<file path="config.mk">
export PLATFORM = sky130hd
export DESIGN_NAME = sobel_window_sequencer
export DESIGN_NICKNAME = d
export VERILOG_FILES = /design/src/rtl/sobel_seq_pkg.sv /design/src/rtl/sobel_kernel3x3.sv /design/src/rtl/sobel_window_sequencer.sv
export SDC_FILE = /design/constraint.sdc
export NUM_CORES = 1
export LEC_CHECK = 0
export ABC_AREA = 1
export CAP_MARGIN = 20
export CORE_ASPECT_RATIO = 0.6
export CORE_MARGIN = 2
export CORE_UTILIZATION = 30
export CTS_CLUSTER_DIAMETER = 150
export CTS_CLUSTER_SIZE = 28
export DETAILED_ROUTE_END_ITERATION = 6
export PLACE_DENSITY = 0.52
export SYNTH_ARGS = -nofsm -noshare
export SYNTH_HDL_FRONTEND = slang
export SYNTH_HIERARCHICAL = 1
export SYNTH_SLANG_ARGS = --single-unit
</file>
<file path="constraint.sdc">
create_clock -name clock -period 14.4 [get_ports clock]
set_input_delay 4.32 -clock clock [delete_from_list [all_inputs] [get_ports clock]]
set_output_delay 4.32 -clock clock [all_outputs]
set_load 0.02 [all_outputs]
</file>
<file path="src/rtl/sobel_seq_pkg.sv">
// Shared constants and types for the Sobel window sequencer custom instruction.
// Opcodes, FSM state encoding, saturation limit and a pixel-select helper.
package sobel_seq_pkg;

  localparam logic [1:0] OP_LOAD    = 2'b00;
  localparam logic [1:0] OP_COMPUTE = 2'b01;
  localparam logic [1:0] OP_CLEAR   = 2'b10;
  localparam logic [1:0] OP_RSVD    = 2'b11;

  localparam logic [7:0] SAT_MAX = 8'd255;

  typedef enum logic [1:0] {
    ST_IDLE = 2'd0,
    ST_CALC = 2'd1,
    ST_DONE = 2'd2
  } state_t;

  // A window row is {cur, old}; pixel 0 is the low byte of old.
  function automatic logic [7:0] pixel_at(input logic [63:0] row, input logic [2:0] idx);
    return row[{idx, 3'b000} +: 8];
  endfunction

endpackage

</file>
<file path="src/rtl/sobel_kernel3x3.sv">
// Combinational 3x3 Sobel operator: |Gx|+|Gy| saturated to one byte.
// Pixel pRC is row R (0 = top), column C (0 = left) of the 3x3 neighbourhood.
module sobel_kernel3x3 (
  input  logic [7:0] p00,
  input  logic [7:0] p01,
  input  logic [7:0] p02,
  input  logic [7:0] p10,
  input  logic [7:0] p11,
  input  logic [7:0] p12,
  input  logic [7:0] p20,
  input  logic [7:0] p21,
  input  logic [7:0] p22,
  output logic [7:0] mag
);
  import sobel_seq_pkg::*;

  logic [9:0]         gx_pos, gx_neg, gy_pos, gy_neg;
  logic signed [10:0] gx, gy;
  logic [10:0]        abs_gx, abs_gy;
  logic [11:0]        mag_sum;
  logic [7:0]         unused_center;

  // Each weighted column/row sum is at most 4*255, so 10 bits are enough.
  assign gx_pos = 10'(p02) + 10'({p12, 1'b0}) + 10'(p22);
  assign gx_neg = 10'(p00) + 10'({p10, 1'b0}) + 10'(p20);
  assign gy_pos = 10'(p20) + 10'({p21, 1'b0}) + 10'(p22);
  assign gy_neg = 10'(p00) + 10'({p01, 1'b0}) + 10'(p02);

  assign gx = $signed({1'b0, gx_pos}) - $signed({1'b0, gx_neg});
  assign gy = $signed({1'b0, gy_pos}) - $signed({1'b0, gy_neg});

  assign abs_gx = gx[10] ? $unsigned(-gx) : $unsigned(gx);
  assign abs_gy = gy[10] ? $unsigned(-gy) : $unsigned(gy);

  assign mag_sum = {1'b0, abs_gx} + {1'b0, abs_gy};
  assign mag     = (mag_sum > {4'd0, SAT_MAX}) ? SAT_MAX : mag_sum[7:0];

  assign unused_center = p11;

endmodule

</file>
<file path="src/rtl/sobel_window_sequencer.sv">
// Custom-instruction front end: holds a 3x8 pixel window and runs the shared
// Sobel kernel over four centre columns, one per CALC cycle.
module sobel_window_sequencer #(
  parameter logic [7:0] customInstructionId = 8'd24
) (
  input  logic        clock,
  input  logic        reset,
  input  logic        start,
  input  logic [7:0]  iseId,
  input  logic [31:0] valueA,
  input  logic [31:0] valueB,
  output logic        done,
  output logic [31:0] result
);
  import sobel_seq_pkg::*;

  state_t      state, state_next;
  logic [1:0]  calc_cnt;
  logic [31:0] old_buf [3];
  logic [31:0] cur_buf [3];
  logic [31:0] mag_reg;
  logic [63:0] win_row [3];
  logic        accept;
  logic [1:0]  opcode, row_sel;
  logic [2:0]  col_base;
  logic [7:0]  kernel_mag;
  logic        unused_cmd_bits;

  assign opcode          = valueA[31:30];
  assign row_sel         = valueA[1:0];
  assign unused_cmd_bits = ^valueA[29:2];
  assign accept          = start && (iseId == customInstructionId) && (state == ST_IDLE);

  for (genvar i = 0; i < 3; i++) begin : g_rows
    assign win_row[i] = {cur_buf[i], old_buf[i]};
  end

  // Output k is centred on pixel 3+k, so its left column is pixel 2+k.
  assign col_base = 3'd2 + {1'b0, calc_cnt};

  sobel_kernel3x3 u_kernel (
    .p00 (pixel_at(win_row[0], col_base)),
    .p01 (pixel_at(win_row[0], col_base + 3'd1)),
    .p02 (pixel_at(win_row[0], col_base + 3'd2)),
    .p10 (pixel_at(win_row[1], col_base)),
    .p11 (pixel_at(win_row[1], col_base + 3'd1)),
    .p12 (pixel_at(win_row[1], col_base + 3'd2)),
    .p20 (pixel_at(win_row[2], col_base)),
    .p21 (pixel_at(win_row[2], col_base + 3'd1)),
    .p22 (pixel_at(win_row[2], col_base + 3'd2)),
    .mag (kernel_mag)
  );

  always_comb begin
    state_next = state;
    case (state)
      ST_IDLE: if (accept) state_next = (opcode == OP_COMPUTE) ? ST_CALC : ST_DONE;
      ST_CALC: if (calc_cnt == 2'd3) state_next = ST_DONE;
      ST_DONE: state_next = ST_IDLE;
      default: state_next = ST_IDLE;
    endcase
  end

  always_comb begin
    done   = (state == ST_DONE);
    result = done ? mag_reg : 32'd0;
  end

  always_ff @(posedge clock) begin
    if (reset) begin
      state    <= ST_IDLE;
      calc_cnt <= 2'd0;
      mag_reg  <= 32'd0;
      for (int i = 0; i < 3; i++) begin
        old_buf[i] <= 32'd0;
        cur_buf[i] <= 32'd0;
      end
    end else begin
      state <= state_next;
      if (accept) begin
        calc_cnt <= 2'd0;
        mag_reg  <= 32'd0;
        for (int i = 0; i < 3; i++) begin
          if (opcode == OP_CLEAR) begin
            old_buf[i] <= 32'd0;
            cur_buf[i] <= 32'd0;
          end else if (opcode == OP_LOAD && row_sel == 2'(i)) begin
            old_buf[i] <= cur_buf[i];
            cur_buf[i] <= valueB;
          end
        end
      end
      // Buffers are frozen here; only the packed result and counter move.
      if (state == ST_CALC) begin
        mag_reg[{calc_cnt, 3'b000} +: 8] <= kernel_mag;
        calc_cnt <= calc_cnt + 2'd1;
      end
    end
  end

endmodule

</file>
# Word-level counts from Yosys, hierarchy flattened
# Memory sizes are Yosys's and may differ from the RTL's.
# Cells that the tools add are included.
[op_classes]
n_lt_le_gt_ge = 1
n_reduce_logical = 10
n_addsub = 18
n_mux = 47
shifts = 10
bitwise_logic = 12
eq_ne = 10
[op_table]
columns = ["cell", "n"]
rows = [
  ["two-way mux 32 bit", 16],
  ["variable part select 64 x 7 -> 8 bit", 8],
  ["adder 10 x 8 -> 10 bit", 4],
  ["adder 8 x 9 -> 10 bit", 4],
  ["bitwise mux 32 bit", 1],
  ["variable shift 8 x 7 -> 32 bit (first input constant)", 1],
  ["variable part select 8 x 7 -> 32 bit", 1],
  ["two-way mux 11 bit", 2],
  ["negator 11 bit", 2],
  ["subtractor 10 x 10 -> 11 bit", 2],
  ["two-way mux 1 bit", 21],
  ["adder 11 x 11 -> 12 bit", 1],
  ["greater-than comparator 12 x 8 -> 1 bit (second input constant)", 1],
  ["OR 1 bit", 12],
  ["two-way mux 2 bit", 5],
  ["== test 2 bit (second input constant)", 4],
  ["== test 8 x 5 -> 1 bit (second input constant)", 1],
  ["two-way mux 8 bit", 1],
  ["negator 5 -> 7 bit", 1],
  ["== test 2 x 1 -> 1 bit (second input constant)", 3],
  ["zero test 2 bit", 3],
  ["logical AND 1 bit", 5],
  ["inequality test 2 bit (second input constant)", 2],
  ["one-hot mux 2 bit (2 select lines)", 1],
  ["other kinds (6)", 6],
]
[totals]
memories = 2
elab_cells = 113
ff_bits = 36
input_bits = 75
output_inout_bits = 33
mem_bits_rw = 192
[mem_list]
columns = ["name", "depth", "word_bits", "read_ports", "rd_ports_with_merged_regs", "wr", "line_no", "text"]
rows = [
  ["cur_buf", 3, 32, 3, 0, 3, "sobel_window_sequencer.sv:20", "logic [31:0] cur_buf [3];"],
  ["old_buf", 3, 32, 3, 0, 3, "sobel_window_sequencer.sv:19", "logic [31:0] old_buf [3];"],
]

# Logic depth before layout (Yosys ltp)
[depth]
word_depth = 14
mapped_depth = 44
mapped_depth_nobuf = 40

# Hierarchy
# Netlist, hierarchy kept.
[modules_own_cells]
columns = ["mod", "cells_per_inst", "n_inst", "area_per_inst_um2"]
rows = [
  ["sobel_window_sequencer", 1442, 1, 11847.6],
  ["sobel_kernel3x3", 533, 1, 3639.7],
]

# Worst setup path before layout
# OpenSTA, ideal clock, no wires.
[synth_timing]
kind = "in2reg"
from = "input port iseId[6]"
to = "memory cur_buf[2][0], enable pin"
setup_slack_ps = 7402
t_required_ps = 13976
t_arrival_ps = 6575
n_path_buf = 2
stages = 9
cell_sequence = "inv_1 nand2_1 nor2_1 nand3_2 nor2_2 nand2_1 buf_6 buf_6 nand2_1"
[synth_rtl]
columns = ["item", "line_no", "text"]
rows = [
  ["from (decl)", "sobel_window_sequencer.sv:9", "input logic [7:0] iseId,"],
  ["to (decl)", "sobel_window_sequencer.sv:20", ""],
]

# Worst setup path after layout
[layout_timing]
from = "register calc_cnt[0]"
to = "register mag_reg[0]"
[layout_via]
elab_chain_cells = 14
elab_cells_between_ends = 33
classes_between = "17 x add/sub; 1 x order compare; 10 x shift; 5 x mux"
[layout_rtl]
columns = ["item", "line_no", "text"]
rows = [
  ["from (decl)", "sobel_window_sequencer.sv:18", "logic [1:0] calc_cnt;"],
  ["from (signal assigned)", "sobel_window_sequencer.sv:96", "calc_cnt <= calc_cnt + 2'd1;"],
  ["adder 2 x 2 -> 3 bit (*)", "sobel_window_sequencer.sv:39", "assign col_base = 3'd2 + {1'b0, calc_cnt};"],
  ["adder 3 x 2 -> 3 bit / adder 3 x 1 -> 3 bit (equally long branches)", "-", ""],
  ["variable part select 64 x 7 -> 8 bit", "sobel_seq_pkg.sv:20", "return row[{idx, 3'b000} +: 8];"],
  ["adder 8 x 9 -> 10 bit, on equally long branches", "sobel_kernel3x3.sv:24, sobel_kernel3x3.sv:26, sobel_kernel3x3.sv:27", ""],
  ["adder 10 x 8 -> 10 bit, on equally long branches", "sobel_kernel3x3.sv:24, sobel_kernel3x3.sv:26, sobel_kernel3x3.sv:27", ""],
  ["subtractor 10 x 10 -> 11 bit, on equally long branches", "sobel_kernel3x3.sv:29, sobel_kernel3x3.sv:30", ""],
  ["negator 11 bit, on equally long branches", "sobel_kernel3x3.sv:32, sobel_kernel3x3.sv:33", ""],
  ["two-way mux 11 bit, on equally long branches", "sobel_kernel3x3.sv:32, sobel_kernel3x3.sv:33", ""],
  ["adder 11 x 11 -> 12 bit (*)", "sobel_kernel3x3.sv:35", "assign mag_sum = {1'b0, abs_gx} + {1'b0, abs_gy};"],
  ["greater-than comparator 12 x 8 -> 1 bit", "sobel_kernel3x3.sv:36", "assign mag = (mag_sum > {4'd0, SAT_MAX}) ? SAT_MAX : mag_sum[7:0];"],
  ["two-way mux 8 bit (*)", "sobel_kernel3x3.sv:36", ""],
  ["named net kernel_mag[0]", "sobel_window_sequencer.sv:26", "logic [7:0] kernel_mag;"],
  ["variable part select 8 x 7 -> 32 bit (*)", "sobel_window_sequencer.sv:95", "mag_reg[{calc_cnt, 3'b000} +: 8] <= kernel_mag;"],
  ["bitwise mux 32 bit (*)", "sobel_window_sequencer.sv:95", ""],
  ["two-way mux 32 bit (*)", "sobel_window_sequencer.sv:94", "if (state == ST_CALC) begin"],
  ["to (signal, indexed assignment)", "sobel_window_sequencer.sv:95", ""],
  ["to (decl)", "sobel_window_sequencer.sv:21", "logic [31:0] mag_reg;"],
]
# The timed path passes the listed nets; every way through them passes the cells marked *.
# A chain may end at the register's enable or synchronous reset.

==> impl_metrics.ini <==
[outcome]
status = completed

[drt]
vias_per_cell = 4.64
dr.pass1.iters = 5
wirelength_um = 39200
vias = 11531
drtAntennaViolNets = 0
drt_iter0_markers = 967
wl_per_cell_um = 15.8
drc = 0

[floorplan]
io_pins = 108
fp-row-count = 62
start_util = 0.303
die_x_um = 287
die-area_mm2 = 0.0500
die_y_um = 174
core_mm2 = 0.0477

[worst_hold_path]
hold_depth = 2
hold_path.class = reg2reg
min_to = mag_reg[3]$_SDFF_PP0_
hold_start = mag_reg[3]$_SDFF_PP0_

[cells_and_area]
area_growth_pct = 10.8
finish.utilization = 0.335
final_net_count = 2022
drive_gt1_frac = 0.0385
largest_reg_flops = 96
num-fill-cells = 4988

[setup_path]
path_class = reg2reg
critPathRequiredTime_ns = 14.76
slowest_stage = dfxtp_4
r2r-end = mag_reg[0]$_SDFF_PP0_
critPathMaxStageDelay_ns = 0.64
cp_num_buf_inv = 7
critPathMostFrequentCell = nand2_1
worstSetupStartpointType = flip-flop
crit_family = adder cells
timing.reg2reg.setup_slack_ns = 6.40
worstPathArrival_ns = 8.37
r2r-start = calc_cnt[0]$_SDFFE_PP0P_
path_max_fanout = 46
crit_path_end_kind = flip-flop
reg2regPathDepth = 35

[timing]
fmax_mhz = 125
max_slew_margin = 0.315
slew_viol_final = 0
fin_crit_sh = 0.556
period_needed_ns = 8.00
worst_slew_pin_slew_ns = 1.03
grt_setup_unrepaired = false
setup_viol = 0
skew_ns = 0.0240
hold_viol_final = 0
timing.setup.tns_ns = 0

[clocking]
cts_setup_buffers = 0
cts.sinks = 212
cts_hold_buffers = 0
clk_pin_slew_ns = 0.12
cts.repair.resized = 0
cts-htree-levels = 1
cts.path.max_buffers = 3
cts_tree = done
clock-root-buffer = clkbuf_16
cts_made_buffers = 11
clkLatencyLatePin_ns = 0.50

[place]
port_buffers = 79
gp_congestion = 0.827
dpl.hpwl_um = 27300

[global_routing]
grt_remaining_overflow = 0
grt_pass1_vias = 11261
grt_max_degree = 107
antenna_found_initial = 2
grt_usage = 0.160
grt_pass1_wl_um = 62800

[synth]
syn_inst = 1830
synth.cell_area_mm2 = 0.0144
synth_fp_nets = 2011
avgSynthCellArea_um2 = 7.89
yosysWarnings = 6

[run]
cap_viol_max_count = 0

[power_and_ir_drop]
vdd.ir_drop.worst_mv = 0.126
leakage_uw = 0.00674
p_per_area_mw_per_mm2 = 142
layout make-up:
type                    instances  area, µm²  area share
well taps                     640        801      0.0500
repair buffers                 94        903      0.0564
diodes                          1       2.50    0.000156
clock inverters                 1       16.3     0.00102
multi-input cells            1148       6570       0.411
inverters                     374       1410      0.0879
clock buffers                  16        294      0.0184
flip-flops and latches        212       6010       0.375
routing by layer:
| layer | track usage | wire [µm] | vias up |
|---|---|---|---|
| li1 | - | - | 5761 |
| met1 | 0.250 | 20400 | 5477 |
| met2 | 0.234 | 16200 | 257 |
| met3 | 0.0213 | 1900 | 36 |
| met4 | 0.0291 | 629 | 0 |
| met5 | 0 | 0 | - |
where the power goes:
group / switching [µW] / internal [µW] / total [µW]
sequential: 6.15 / 678 / 684
combinational: 797 / 429 / 1230
clock: 213 / 147 / 360
stage by stage:
| stage | power [µW] | cells | instance area [µm²] | hold slack (ns) | worst slack, ns |
|---|---|---|---|---|---|
| global route | 2470 | 2485 | 16000 | 0.491 | 5.69 |
| global placement | 1910 | 2468 | 15700 | 0.458 | 6.46 |
| finish | 2270 | 2486 | 16000 | 0.471 | 6.40 |
| CTS | 2270 | 2485 | 16000 | 0.472 | 6.42 |
| detailed placement | 1910 | 2468 | 15700 | 0.454 | 6.41 |
| floorplan | 1640 | 1830 | 14400 | 0.439 | 7.40 |
tightest hold or removal path, delay by kind of cell, from the launching register on:
| kind | cells | cell delay [ns] |
|---|---|---|
| compound gates | 1 | 0.05 |
| flops | 1 | 0.33 |
| simple gates | 1 | 0.06 |
layout by cell type (no fill, tap or decap), drive strengths merged, types with 16 or more instances in the layout:
| cell type | instances |
|---|---|
| dfxtp | 36 |
| a21oi | 147 |
| inv | 373 |
| ha | 43 |
| clkdlybuf4s50 | 79 |
| nand3 | 78 |
| fa | 63 |
| clkbuf | 16 |
| o21ai | 194 |
| nand2 | 278 |
| edfxtp | 176 |
| nor2 | 288 |
worst max path at each step:
stage	start	endpoint	cells past startpoint
finish	calc_cnt[0]$_SDFFE_PP0P_	mag_reg[0]$_SDFF_PP0_	35
global route	calc_cnt[0]$_SDFFE_PP0P_	mag_reg[0]$_SDFF_PP0_	35
CTS	calc_cnt[0]$_SDFFE_PP0P_	mag_reg[0]$_SDFF_PP0_	35
detailed placement	start	old_buf[2][31]$_SDFFCE_PN0P_	9
global placement	calc_cnt[0]$_SDFFE_PP0P_	mag_reg[1]$_SDFF_PP0_	35
floorplan	iseId[6]	cur_buf[2][0]$_SDFFCE_PN0P_	9
Note: power is estimated with default switching activity, not from simulation.
